[config.mk]
export PLATFORM = sky130hd
export DESIGN_NAME = burst_ecc_serial_rx_flat
export DESIGN_NICKNAME = d
export VERILOG_FILES = /design/src/rtl/burst_ecc_serial_rx_if.sv /design/src/rtl/burst_ecc_serial_rx.sv /design/src/flat_wrapper.sv
export SDC_FILE = /design/constraint.sdc
export NUM_CORES = 1
export LEC_CHECK = 0
export BUFFER_PORTS_ARGS = -buffer_cell sky130_fd_sc_hd__buf_2
export CORE_MARGIN = 2
export CORE_UTILIZATION = 55
export DETAILED_ROUTE_END_ITERATION = 6
export PLACE_DENSITY_LB_ADDON = 0.12
export SLEW_MARGIN = 20
export SYNTH_ARGS = -nofsm -noshare
export SYNTH_HDL_FRONTEND = slang
export SYNTH_SLANG_ARGS = --single-unit
[constraint.sdc]
create_clock -name clk -period 6.5 [get_ports clk]
set_clock_uncertainty 0.2 [all_clocks]
set_input_delay 0.975 -clock clk [delete_from_list [all_inputs] [get_ports clk]]
set_output_delay 0.975 -clock clk [all_outputs]
set_load 0.005 [all_outputs]
[src/rtl/burst_ecc_serial_rx_if.sv]
// Serial link input and queued codeword output of the burst-ECC receiver.
// The master drives the link bits and out_ready; the slave (receiver) returns queued entries.
interface burst_ecc_serial_rx_if #(
  parameter int unsigned DATA_WIDTH = 8,
  parameter int unsigned SYN_WIDTH  = 8
);
  logic                  rx_bit;
  logic                  rx_bit_valid;
  logic                  rx_frame_start;
  logic                  out_valid;
  logic                  out_ready;
  logic [DATA_WIDTH-1:0] out_data;
  logic                  out_error;
  logic [SYN_WIDTH-1:0]  out_syndrome;

  modport master (
    output rx_bit, rx_bit_valid, rx_frame_start, out_ready,
    input  out_valid, out_data, out_error, out_syndrome
  );

  modport slave (
    input  rx_bit, rx_bit_valid, rx_frame_start, out_ready,
    output out_valid, out_data, out_error, out_syndrome
  );
endinterface

[src/rtl/burst_ecc_serial_rx.sv]
// Burst-ECC link receiver: deserialises LSB-first 16-bit codewords, checks parity,
// queues {error, syndrome, data} toward the consumer and keeps saturating link statistics.
module burst_ecc_serial_rx #(
  parameter int unsigned DATA_WIDTH     = 8,
  parameter int unsigned CODEWORD_WIDTH = 16,
  parameter int unsigned FIFO_DEPTH     = 4,
  parameter int unsigned CNT_WIDTH      = 8
) (
  input  logic                 clk,
  input  logic                 rst,
  burst_ecc_serial_rx_if.slave bus,
  output logic [CNT_WIDTH-1:0] err_count,
  output logic [CNT_WIDTH-1:0] drop_count,
  output logic [CNT_WIDTH-1:0] frame_err_count,
  output logic                 overflow
);

  localparam int unsigned PAR_WIDTH   = CODEWORD_WIDTH - DATA_WIDTH;
  localparam int unsigned ENTRY_WIDTH = 1 + PAR_WIDTH + DATA_WIDTH;
  localparam int unsigned PTR_WIDTH   = $clog2(FIFO_DEPTH);
  localparam int unsigned OCC_WIDTH   = PTR_WIDTH + 1;
  localparam int unsigned BIT_WIDTH   = $clog2(CODEWORD_WIDTH);

  localparam logic [BIT_WIDTH-1:0] LAST_BIT = BIT_WIDTH'(CODEWORD_WIDTH - 1);
  localparam logic [OCC_WIDTH-1:0] OCC_FULL = OCC_WIDTH'(FIFO_DEPTH);

  typedef enum logic [1:0] {
    S_IDLE  = 2'd0,
    S_SHIFT = 2'd1,
    S_CHECK = 2'd2
  } state_e;

  state_e                   state_q;
  logic [CODEWORD_WIDTH-1:0] cw_q;
  logic [BIT_WIDTH-1:0]     bit_cnt_q;

  logic [ENTRY_WIDTH-1:0]   mem_q [FIFO_DEPTH];
  logic [PTR_WIDTH-1:0]     wr_ptr_q;
  logic [PTR_WIDTH-1:0]     rd_ptr_q;
  logic [OCC_WIDTH-1:0]     occ_q;
  logic [OCC_WIDTH-1:0]     occ_d;
  logic                     valid_q;

  logic [CNT_WIDTH-1:0]     err_cnt_q;
  logic [CNT_WIDTH-1:0]     drop_cnt_q;
  logic [CNT_WIDTH-1:0]     ferr_cnt_q;
  logic                     overflow_q;

  logic [2:0]               grp_c;
  logic [PAR_WIDTH-1:0]     syn_c;
  logic                     syn_err_c;
  logic                     start_bit_c;
  logic                     data_bit_c;
  logic                     push_c;
  logic                     pop_c;
  logic                     full_c;
  logic                     push_ok_c;

  // Parity groups over the data byte; parity bit i is covered by group (i mod 3).
  assign grp_c[0] = cw_q[1] ^ cw_q[4] ^ cw_q[7];
  assign grp_c[1] = cw_q[0] ^ cw_q[3] ^ cw_q[6];
  assign grp_c[2] = cw_q[2] ^ cw_q[5];

  for (genvar i = 0; i < PAR_WIDTH; i++) begin : g_syn
    assign syn_c[i] = cw_q[DATA_WIDTH + i] ^ grp_c[i % 3];
  end

  assign syn_err_c   = |syn_c;
  assign start_bit_c = bus.rx_bit_valid & bus.rx_frame_start;
  assign data_bit_c  = bus.rx_bit_valid & ~bus.rx_frame_start;

  assign push_c    = (state_q == S_CHECK);
  assign pop_c     = valid_q & bus.out_ready;
  assign full_c    = (occ_q == OCC_FULL);
  assign push_ok_c = push_c & (~full_c | pop_c);

  always_comb begin
    occ_d = occ_q;
    case ({push_ok_c, pop_c})
      2'b10:   occ_d = occ_q + OCC_WIDTH'(1);
      2'b01:   occ_d = occ_q - OCC_WIDTH'(1);
      default: occ_d = occ_q;
    endcase
  end

  // Frame assembly FSM: bit 0 is always taken on frame_start, even mid-frame or in CHECK.
  always_ff @(posedge clk) begin
    if (rst) begin
      state_q    <= S_IDLE;
      cw_q       <= '0;
      bit_cnt_q  <= '0;
      ferr_cnt_q <= '0;
    end else begin
      case (state_q)
        S_IDLE: begin
          if (start_bit_c) begin
            cw_q[0]   <= bus.rx_bit;
            bit_cnt_q <= BIT_WIDTH'(1);
            state_q   <= S_SHIFT;
          end
        end
        S_SHIFT: begin
          if (start_bit_c) begin
            cw_q[0]   <= bus.rx_bit;
            bit_cnt_q <= BIT_WIDTH'(1);
            if (ferr_cnt_q != '1) ferr_cnt_q <= ferr_cnt_q + CNT_WIDTH'(1);
          end else if (data_bit_c) begin
            cw_q[bit_cnt_q] <= bus.rx_bit;
            bit_cnt_q       <= bit_cnt_q + BIT_WIDTH'(1);
            if (bit_cnt_q == LAST_BIT) state_q <= S_CHECK;
          end
        end
        S_CHECK: begin
          if (start_bit_c) begin
            cw_q[0]   <= bus.rx_bit;
            bit_cnt_q <= BIT_WIDTH'(1);
            state_q   <= S_SHIFT;
          end else begin
            state_q   <= S_IDLE;
          end
        end
        default: state_q <= S_IDLE;
      endcase
    end
  end

  // Output queue; a full queue still accepts a push when the head leaves in the same cycle.
  always_ff @(posedge clk) begin
    if (rst) begin
      for (int i = 0; i < FIFO_DEPTH; i++) mem_q[i] <= '0;
      wr_ptr_q <= '0;
      rd_ptr_q <= '0;
      occ_q    <= '0;
      valid_q  <= 1'b0;
    end else begin
      if (push_ok_c) begin
        mem_q[wr_ptr_q] <= {syn_err_c, syn_c, cw_q[DATA_WIDTH-1:0]};
        wr_ptr_q        <= wr_ptr_q + PTR_WIDTH'(1);
      end
      if (pop_c) rd_ptr_q <= rd_ptr_q + PTR_WIDTH'(1);
      occ_q   <= occ_d;
      valid_q <= (occ_d != '0);
    end
  end

  // Link statistics; dropped entries still count toward err_count.
  always_ff @(posedge clk) begin
    if (rst) begin
      err_cnt_q  <= '0;
      drop_cnt_q <= '0;
      overflow_q <= 1'b0;
    end else if (push_c) begin
      if (syn_err_c && (err_cnt_q != '1)) err_cnt_q <= err_cnt_q + CNT_WIDTH'(1);
      if (!push_ok_c) begin
        overflow_q <= 1'b1;
        if (drop_cnt_q != '1) drop_cnt_q <= drop_cnt_q + CNT_WIDTH'(1);
      end
    end
  end

  assign bus.out_valid = valid_q;
  assign {bus.out_error, bus.out_syndrome, bus.out_data} = mem_q[rd_ptr_q];

  assign err_count       = err_cnt_q;
  assign drop_count      = drop_cnt_q;
  assign frame_err_count = ferr_cnt_q;
  assign overflow        = overflow_q;

endmodule

[src/flat_wrapper.sv]
// flat-port wrapper written by rule: the top's interface ports become plain ports
module burst_ecc_serial_rx_flat 
#(
  parameter int unsigned DATA_WIDTH     = 8,
  parameter int unsigned CODEWORD_WIDTH = 16,
  parameter int unsigned FIFO_DEPTH     = 4,
  parameter int unsigned CNT_WIDTH      = 8
)
  (clk, rst, err_count, drop_count, frame_err_count, overflow, bus_rx_bit, bus_rx_bit_valid, bus_rx_frame_start, bus_out_ready, bus_out_valid, bus_out_data, bus_out_error, bus_out_syndrome);
  burst_ecc_serial_rx_if #(.DATA_WIDTH(DATA_WIDTH), .SYN_WIDTH(8)) bus_i ();
  input  logic clk;
  input  logic rst;
  output logic [CNT_WIDTH-1:0] err_count;
  output logic [CNT_WIDTH-1:0] drop_count;
  output logic [CNT_WIDTH-1:0] frame_err_count;
  output logic overflow;
  input wire logic [$bits(bus_i.rx_bit)-1:0] bus_rx_bit;
  input wire logic [$bits(bus_i.rx_bit_valid)-1:0] bus_rx_bit_valid;
  input wire logic [$bits(bus_i.rx_frame_start)-1:0] bus_rx_frame_start;
  input wire logic [$bits(bus_i.out_ready)-1:0] bus_out_ready;
  output wire logic [$bits(bus_i.out_valid)-1:0] bus_out_valid;
  output wire logic [$bits(bus_i.out_data)-1:0] bus_out_data;
  output wire logic [$bits(bus_i.out_error)-1:0] bus_out_error;
  output wire logic [$bits(bus_i.out_syndrome)-1:0] bus_out_syndrome;
  assign bus_i.rx_bit = bus_rx_bit;
  assign bus_i.rx_bit_valid = bus_rx_bit_valid;
  assign bus_i.rx_frame_start = bus_rx_frame_start;
  assign bus_i.out_ready = bus_out_ready;
  assign bus_out_valid = bus_i.out_valid;
  assign bus_out_data = bus_i.out_data;
  assign bus_out_error = bus_i.out_error;
  assign bus_out_syndrome = bus_i.out_syndrome;
  burst_ecc_serial_rx #(.DATA_WIDTH(DATA_WIDTH), .CODEWORD_WIDTH(CODEWORD_WIDTH), .FIFO_DEPTH(FIFO_DEPTH), .CNT_WIDTH(CNT_WIDTH)) u_core (.clk(clk), .rst(rst), .bus(bus_i), .err_count(err_count), .drop_count(drop_count), .frame_err_count(frame_err_count), .overflow(overflow));
endmodule
==> qor.csv, run 1 <==
stage,metric,value,unit
sta,Hold Slack,256,ps
logic_synthesis,ys flop type,edfxtp_1,
logic_synthesis,Syn. warnings,0,
place,# port buffers,48,
route,DR iter-0 viols,189,
place,DP HPWL,7.47,mm
logic_synthesis,Synth Instances,531,
sta,fin. max-slew vios,0,
sta,Rel. slew slack,42.2,%
worst_setup_path,CP Class,input pin to flop,
clock_network,CTS Buf Count,17,
power_and_ir_drop,Final Power,1940,uW
logic_synthesis,syn_area_per_cell,10.8,um^2
clock_network,H-tree levels,4,
floorplanning,Die W,106,um
clock_network,hold-fix buffers at CTS,0,
clock_network,cts repair resizes,0,
floorplanning,initial core utilization,56.3,%
worst_setup_path,critical path's top delay family,simple AND/OR/NAND/NOR gates,
sta,Final min period,3220,ps
route,Antenna Violating Nets Remaining,0,
worst_setup_path,"Cell Chain, Critical Path",buf_2 > buf_4 > nand2b_2 > or3_1 > nand2b_1,
grt,GRT Util Overall,21.3,%
route,DR vias/cell,5.47,
sta,Worst Tran Pin Value,866,ps
clock_network,clock buffer depth,2,
sta,f_max,0.310,GHz
worst_setup_path,Worst setup SP type,input pin,
layout,Filler cells,799,
logic_synthesis,top area cells in the synthesized netlist,"edfxtp_1 35%, dfxtp_1 20%, mux4_2 6.7%",
grt,gr ovfl total,0,
power_and_ir_drop,Power Density,292,nW/um^2
logic_synthesis,Yosys reg bits,125,
layout,# diodes,0,
floorplanning,Ports,49,
logic_synthesis,synthesized cell area,5760,um^2
place,gp weighted congestion,0.771,
grt,initial antenna violation count,0,
worst_hold_path,HP Class,flop to flop,
power_and_ir_drop,LEAKAGE,0.00244,uW
route,wire per inst,15.5,um
sta,# setup viols final,0,
clock_network,Post-CTS Setup Bufs,0,
floorplanning,Rows,37,
logic_synthesis,most frequent cell after synthesis,nor2_1,
route,Vias,3919,
clock_network,clk slew on worst S/H paths,60,ps
place,dpl ws,2410,ps
sta,final setup margin,3280,ps
sta,Final TNS setup,0,ps
route,first-pass iteration count of the detailed router,4,
sta,RSZ-0062 raised after global routing,false,
logic_synthesis,post-synth top area share,35.5,%
logic_synthesis,synth unique cells,49,
power_and_ir_drop,peak supply drop,0.000160,V
logic_synthesis,number of synthesized flops with an enable pin,68,
floorplanning,die area,11300,um^2
flow_run,max-cap viol count,0,
worst_setup_path,Worst Path Arrival,3160,ps
logic_synthesis,asr flop ratio synth,0,%
floorplanning,core area,10200,um^2
layout,area grow syn2layout,15.3,%
clock_network,clock insertion delay at the later pin of the skew report,510,ps
grt,first-pass GRT wire length,18.7,mm
status,status,"finished, final reports clean",
grt,largest net degree at the start of global routing,73,
floorplanning,Die Ht,106,um
route,DRC viols,0,
grt,vias in the first global route,3804,
clock_network,CTS root buffer,clkbuf_8,
worst_setup_path,CP Max Fanout,72,
logic_synthesis,syn nets,545,
layout,nets,582,
route,drt total wl,11.1,mm
layout,share of layout cells above drive strength 1,18.4,%
worst_setup_path,Worst Setup End Kind,flop,
logic_synthesis,register area share after synthesis,55.3,%
layout,post-layout util,64.8,%
clock_network,# clock sinks,125,
worst_setup_path,CP Data Required Time,6440,ps
logic_synthesis,"area leader, netlist",edfxtp_1,
worst_setup_path,Worst Path Buf+Inv,2,
worst_setup_path,cell at the slowest stage of the critical path,nand2b_1,
logic_synthesis,most frequent cells after synthesis,"77 x nor2_1, 68 x edfxtp_1, 57 x dfxtp_1, 44 x nand2_1, 29 x a21oi_1",
sta,"Hold Vio Cnt, Final",0,
clock_network,TritonCTS clock tree,done,
worst_setup_path,delay of the slowest critical-path stage,620,ps
sta,fin crit share,49.6,%
==> kinds of logic after synthesis <==
kind of cell,share of synthesized area [%]
adders and majority gates,1.87
xor gates and xnor gates,5.17
DFF,55.3
AOI/OAI and AO/OA,5.48
buffers and inverters,3.65
muxes,9.33
and+or+nand+nor,19.2
==> registers in the layout, indices dropped and copies added, names as in the netlist, named ones only <==
name	count
u_core.err_count	8
u_core.frame_err_count	8
u_core.bus.out_valid	1
u_core.rd_ptr_q	2
u_core.wr_ptr_q	2
u_core.bit_cnt_q	4
u_core.overflow	1
u_core.drop_count	8
u_core.state_q	2
u_core.cw_q	16
u_core.occ_q	3
u_core.mem_q	68
==> final cells by class <==
type / instances / area, um^2 / area share, %
flip-flops and latches: 125 / 3180 / 48.0
clock inverters: 12 / 146 / 2.21
multi-input cells: 354 / 2370 / 35.7
inverters: 18 / 67.6 / 1.02
clock buffers: 20 / 425 / 6.41
repair buffers: 52 / 270 / 4.07
well taps: 136 / 170 / 2.57
==> placed cells by master (no fill, tap or decap), drive strengths merged, types with 2 or more instances in the layout <==
| cell | n |
|---|---|
| a21oi | 29 |
| a31oi | 2 |
| a41oi | 2 |
| and2 | 15 |
| and3 | 4 |
| buf | 52 |
| bufinv | 3 |
| clkbuf | 20 |
| clkinv | 7 |
| clkinvlp | 2 |
| dfxtp | 57 |
| edfxtp | 68 |
| ha | 7 |
| inv | 18 |
| mux2 | 8 |
| mux2i | 6 |
| mux4 | 17 |
| nand2 | 44 |
| nand2b | 7 |
| nand3 | 26 |
| nand4 | 6 |
| nor2 | 77 |
| nor2b | 13 |
| nor3 | 24 |
| nor3b | 2 |
| nor4 | 6 |
| o21ai | 5 |
| o21bai | 3 |
| or3 | 3 |
| xnor2 | 28 |
| xor2 | 6 |
==> metal layers <==
| metal | up-vias | global-route usage (%) | part of all wire (%) |
|---|---|---|---|
| li1 | 1940 | - | - |
| met3 | 14 | 5.27 | 5.1 |
| met2 | 99 | 34.1 | 49 |
| met1 | 1866 | 28.4 | 44 |
| met5 | - | 0 | 0 |
| met4 | 0 | 7.71 | 1.2 |
==> report_power, final <==
group	total (uW)	leakage [uW]	internal, uW	switching (uW)
Clock	908	0.000276	580	328
Sequential	875	0.00117	858	16.6
Combinational	153	0.000998	69.7	83.0
==> path summary, 6_finish.rpt <==
check                                                     from                          endpoint  slack, ps  depth (start not counted)
worst max-delay path                                       rst  u_core.mem_q[0][6]$_SDFFCE_PN0P_       3280                          5
worst min-delay path              u_core.overflow$_SDFFE_PP0P_      u_core.overflow$_SDFFE_PP0P_        260                          2
worst max register to register  u_core.state_q[0]$_SDFFE_PP0P_  u_core.mem_q[0][6]$_SDFFCE_PN0P_       3420                          5
worst min register to register    u_core.overflow$_SDFFE_PP0P_      u_core.overflow$_SDFFE_PP0P_        260                          2
==> metrics by stage <==
stage,instance area (um^2),std cells
finish,6630,717
floorplan,5760,531
detailed placement,6050,685
CTS,6630,717
global placement,6050,685
global route,6630,717
==> worst min-delay path, delay by kind of cell, from the launching register on <==
kind	cells	cell delay [ps]
AO/OA/AOI/OAI	1	50
buffers and inverters	1	50
flip-flops	1	310
Note: power is estimated with default switching activity, not from simulation.
==> run 2: changes to the inputs <==
- ABC_AREA: unset -> 1
- CORE_UTILIZATION: 55 -> 54
- clock period: 6.5 -> 2.9 ns (I/O delays scaled with it)
==> run 2 against run 1 <==
Against the previous run: utilization decreased by 1.2 points; largest power group is now registers; sequential power increased by 130%; global-route usage rose by 1.4 points; clock power is 110% higher; final cell count rose by 26%; synthesized cell count grew 31%; synthesized area up 4.8%; register-to-register slack lost 2900 ps; first-iteration DRC count rose by 22%; critical path depth is 1 higher; power up 120%; sequential cell count stayed put.
==> qor.csv, run 2 <==
stage,metric,value,unit,change
status,status,"finished, final reports clean",,unchanged
power_and_ir_drop,Sequential Power Share,45.5,%,was 45.2%
route,DR iter-0 viols,231,,was 189
worst_setup_path,Crit path top cell by count,buf_4,,
sta,fin. max-slew vios,0,,unchanged
power_and_ir_drop,cell-internal power,3230,uW,was 1510 uW
grt,initial antenna violation count,0,,unchanged
clock_network,clk slew on worst S/H paths,60,ps,about the same
grt,GRT Util Overall,22.7,%,was 21.3%
worst_hold_path,HP Class,input pin to flop,,was flop to flop
sta,Worst Tran Pin Value,525,ps,was 866 ps
grt,gr ovfl total,0,,unchanged
floorplanning,die area,12000,um^2,was 11300 um^2
worst_setup_path,critical path's top delay family,buffers and inverters,,was simple AND/OR/NAND/NOR gates
logic_synthesis,ys flop type,edfxtp_1,,unchanged
route,wire per inst,14.2,um,was 15.5 um
worst_setup_path,"Cell Chain, Critical Path",buf_4 > inv_1 > buf_4 > o21ai_0 > o22ai_1 > buf_2,,was buf_2 > buf_4 > nand2b_2 > or3_1 > nand2b_1
power_and_ir_drop,Power Density,624,nW/um^2,was 292 nW/um^2
layout,max FFs per register,68,,unchanged
sta,f_max,0.382,GHz,
place,gp weighted congestion,0.888,,was 0.771
worst_setup_path,Worst Path Arrival,1980,ps,was 3160 ps
power_and_ir_drop,peak supply drop,0.000335,V,was 0.000160 V
route,first-pass iteration count of the detailed router,4,,unchanged
route,DRC viols,0,,unchanged
floorplanning,Die W,110,um,was 106 um
layout,nets,764,,was 582
logic_synthesis,syn nets,709,,was 545
worst_setup_path,CP Class,flop to primary output,,was input pin to flop
layout,# diodes,0,,unchanged
sta,final setup margin,285,ps,was 3280 ps
layout,area grow syn2layout,14.8,%,was 15.3%
clock_network,cts repair resizes,0,,unchanged
worst_setup_path,cell at the slowest stage of the critical path,dfxtp_1,,was nand2b_1
route,DR vias/cell,5.27,,was 5.47
layout,Top Registers,"u_core.mem_q: 68 flops, u_core.cw_q: 16 flops",,unchanged
place,# port buffers,48,,unchanged
flow_run,max-cap viol count,0,,unchanged
power_and_ir_drop,Switch Pwr,1090,uW,was 428 uW
floorplanning,initial core utilization,55.4,%,was 56.3%
place,area post-placement,6400,um^2,was 6050 um^2
sta,# setup viols final,0,,unchanged
power_and_ir_drop,Comb power frac,11.3,%,was 7.9%
power_and_ir_drop,LEAKAGE,0.00265,uW,was 0.00244 uW
sta,"Hold Vio Cnt, Final",0,,unchanged
clock_network,TritonCTS clock tree,done,,unchanged
sta,Hold Slack,123,ps,was 256 ps
logic_synthesis,most frequent cells after synthesis,"135 x nor2_1, 81 x inv_1, 77 x nand2_1, 68 x edfxtp_1, 61 x o21ai_0",,"was 77 x nor2_1, 68 x edfxtp_1, 57 x dfxtp_1, 44 x nand2_1, 29 x a21oi_1"
logic_synthesis,number of synthesized flops with an enable pin,68,,unchanged
worst_setup_path,Worst Setup End Kind,primary output,,was flop
logic_synthesis,"area leader, netlist",edfxtp_1,,unchanged
sta,Final TNS setup,0,ps,unchanged
clock_network,CTS root buffer,clkbuf_8,,unchanged
grt,largest net degree at the start of global routing,36,,was 73
clock_network,Post-CTS Setup Bufs,0,,unchanged
sta,Final min period,2620,ps,
sta,fin crit share,90.2,%,
logic_synthesis,synth unique cells,41,,was 49
place,DP HPWL,8.87,mm,was 7.47 mm
route,Vias,4761,,was 3919
floorplanning,Ports,49,,unchanged
grt,first-pass GRT wire length,20.9,mm,was 18.7 mm
route,drt total wl,12.8,mm,was 11.1 mm
floorplanning,Rows,38,,was 37
layout,share of layout cells above drive strength 1,20.7,%,was 18.4%
layout,Final Instance Area,6930,um^2,was 6630 um^2
clock_network,H-tree levels,4,,unchanged
floorplanning,core area,10900,um^2,was 10200 um^2
logic_synthesis,Yosys reg bits,125,,unchanged
clock_network,clock buffer depth,2,,unchanged
logic_synthesis,synthesized cell area,6030,um^2,was 5760 um^2
layout,most frequent cells in the layout,"135 x nor2_1, 81 x inv_1, 77 x nand2_1",,"was 77 x nor2_1, 68 x edfxtp_1, 57 x dfxtp_1"
logic_synthesis,Synth Instances,695,,was 531
worst_setup_path,Worst setup SP type,flop,,was input pin
clock_network,clock insertion delay at the later pin of the skew report,520,ps,was 510 ps
worst_setup_path,CP Data Required Time,2270,ps,was 6440 ps
clock_network,CTS Buf Count,17,,unchanged
logic_synthesis,syn_area_per_cell,8.68,um^2,was 10.8 um^2
logic_synthesis,asr flop ratio synth,0,%,unchanged
layout,"most common cell after layout, fill and taps aside",nor2_1,,unchanged
logic_synthesis,post-synth top area share,33.8,%,was 35.5%
worst_setup_path,CP Max Fanout,35,,was 72
logic_synthesis,Syn. warnings,0,,unchanged
place,dpl ws,458,ps,was 2410 ps
layout,Reg with most FFs,u_core.mem_q,,unchanged
worst_setup_path,delay of the slowest critical-path stage,320,ps,was 620 ps
clock_network,hold-fix buffers at CTS,0,,unchanged
route,Antenna Violating Nets Remaining,0,,unchanged
power_and_ir_drop,clock share of power,43.2,%,was 46.9%
worst_setup_path,Worst Path Buf+Inv,4,,was 2
sta,RSZ-0062 raised after global routing,false,,unchanged
logic_synthesis,most frequent cell after synthesis,nor2_1,,unchanged
grt,vias in the first global route,4494,,was 3804
floorplanning,Die Ht,110,um,was 106 um
logic_synthesis,register area share after synthesis,52.8,%,was 55.3%
logic_synthesis,top area cells in the synthesized netlist,"edfxtp_1 34%, dfxtp_1 19%, nor2_1 8.4%",,"was edfxtp_1 35%, dfxtp_1 20%, mux4_2 6.7%"
power_and_ir_drop,sw frac,25.2,%,was 22.1%
clock_network,# clock sinks,125,,unchanged
sta,Rel. slew slack,64.9,%,was 42.2%
==> run 2: cell types whose count changed in the layout (fill, tap and decap cells not counted), moves of 12 or more <==
cell | before | now
nor3_1 | 24 | 9
nor2b_1 | 13 | 0
xnor2_1 | 28 | 2
nand2_1 | 44 | 77
nor2_1 | 77 | 135
inv_1 | 18 | 81
mux4_2 | 17 | 0
o22ai_1 | 1 | 17
nand2_2 | 0 | 15
and2_1 | 15 | 2
o21ai_0 | 4 | 61
nor2_2 | 0 | 12
inv_2 | 0 | 14
==> run 2: cell type report <==
| class | count | area, um^2 |
|---|---|---|
| clock buffer | 20 | 425 |
| tap | 140 | 175 |
| clock inverter | 12 | 98.8 |
| timing repair buffer | 59 | 323 |
| multi-input combinational | 451 | 2360 |
| sequential | 125 | 3180 |
| inverter | 96 | 360 |
| fill | 924 | 3960 |
==> run 2: cells by family (layout without fill, tap and decap cells) <==
kind of cell / Yosys count / after routing / synth area share, %
compound gates: 117 / 117 / 10.3
xor+xnor: 5 / 5 / 0.726
fa+ha+maj: 8 / 8 / 1.78
buf+inv: 119 / 187 / 8.21
flops: 125 / 125 / 52.8
simple gates: 321 / 321 / 26.2
==> run 2: stage by stage <==
step	utilization (%)	total power, uW	instances
finish	63.6	4320	903
global placement	58.8	2480	871
detailed placement	58.8	2490	871
global route	63.6	4510	903
CTS	63.6	4360	903
floorplan	-	2340	695
==> run 2: power groups by stage <==
stage / sequential (uW) / combinational (uW) / clock (uW)
after floorplan: 2000 / 345 / 0
after global placement: 2000 / 480 / 0
after detailed placement: 2000 / 491 / 0
after CTS: 1970 / 499 / 1900
after global routing: 1970 / 550 / 1990
final: 1970 / 490 / 1870
==> run 2: final timing paths <==
check	slack, ps	end	depth (start not counted)	from
worst max register to register	570	u_core.mem_q[0][7]$_SDFFCE_PN0P_	9	u_core.state_q[1]$_SDFFE_PP0P_
worst min register to register	270	u_core.frame_err_count[4]$_SDFFE_PP0P_	2	u_core.frame_err_count[4]$_SDFFE_PP0P_
worst max-delay path	280	bus_out_syndrome[1]	6	flop
worst min-delay path	120	u_core.cw_q[15]$_SDFFE_PP0P_	3	bus_rx_bit
==> run 2: tightest hold or removal path, cell delays in order <==
cell and delay [ps]:
buf_2 190, nand3_1 110, a21oi_1 60
==> run 2: layer usage <==
| layer | vias up | global-route usage, % | wire length, um |
|---|---|---|---|
| met5 | - | 0 | 0 |
| met4 | 0 | 7.96 | 246 |
| met3 | 25 | 5.69 | 628 |
| met2 | 118 | 38.5 | 6320 |
| met1 | 2226 | 28.2 | 5620 |
| li1 | 2392 | - | - |
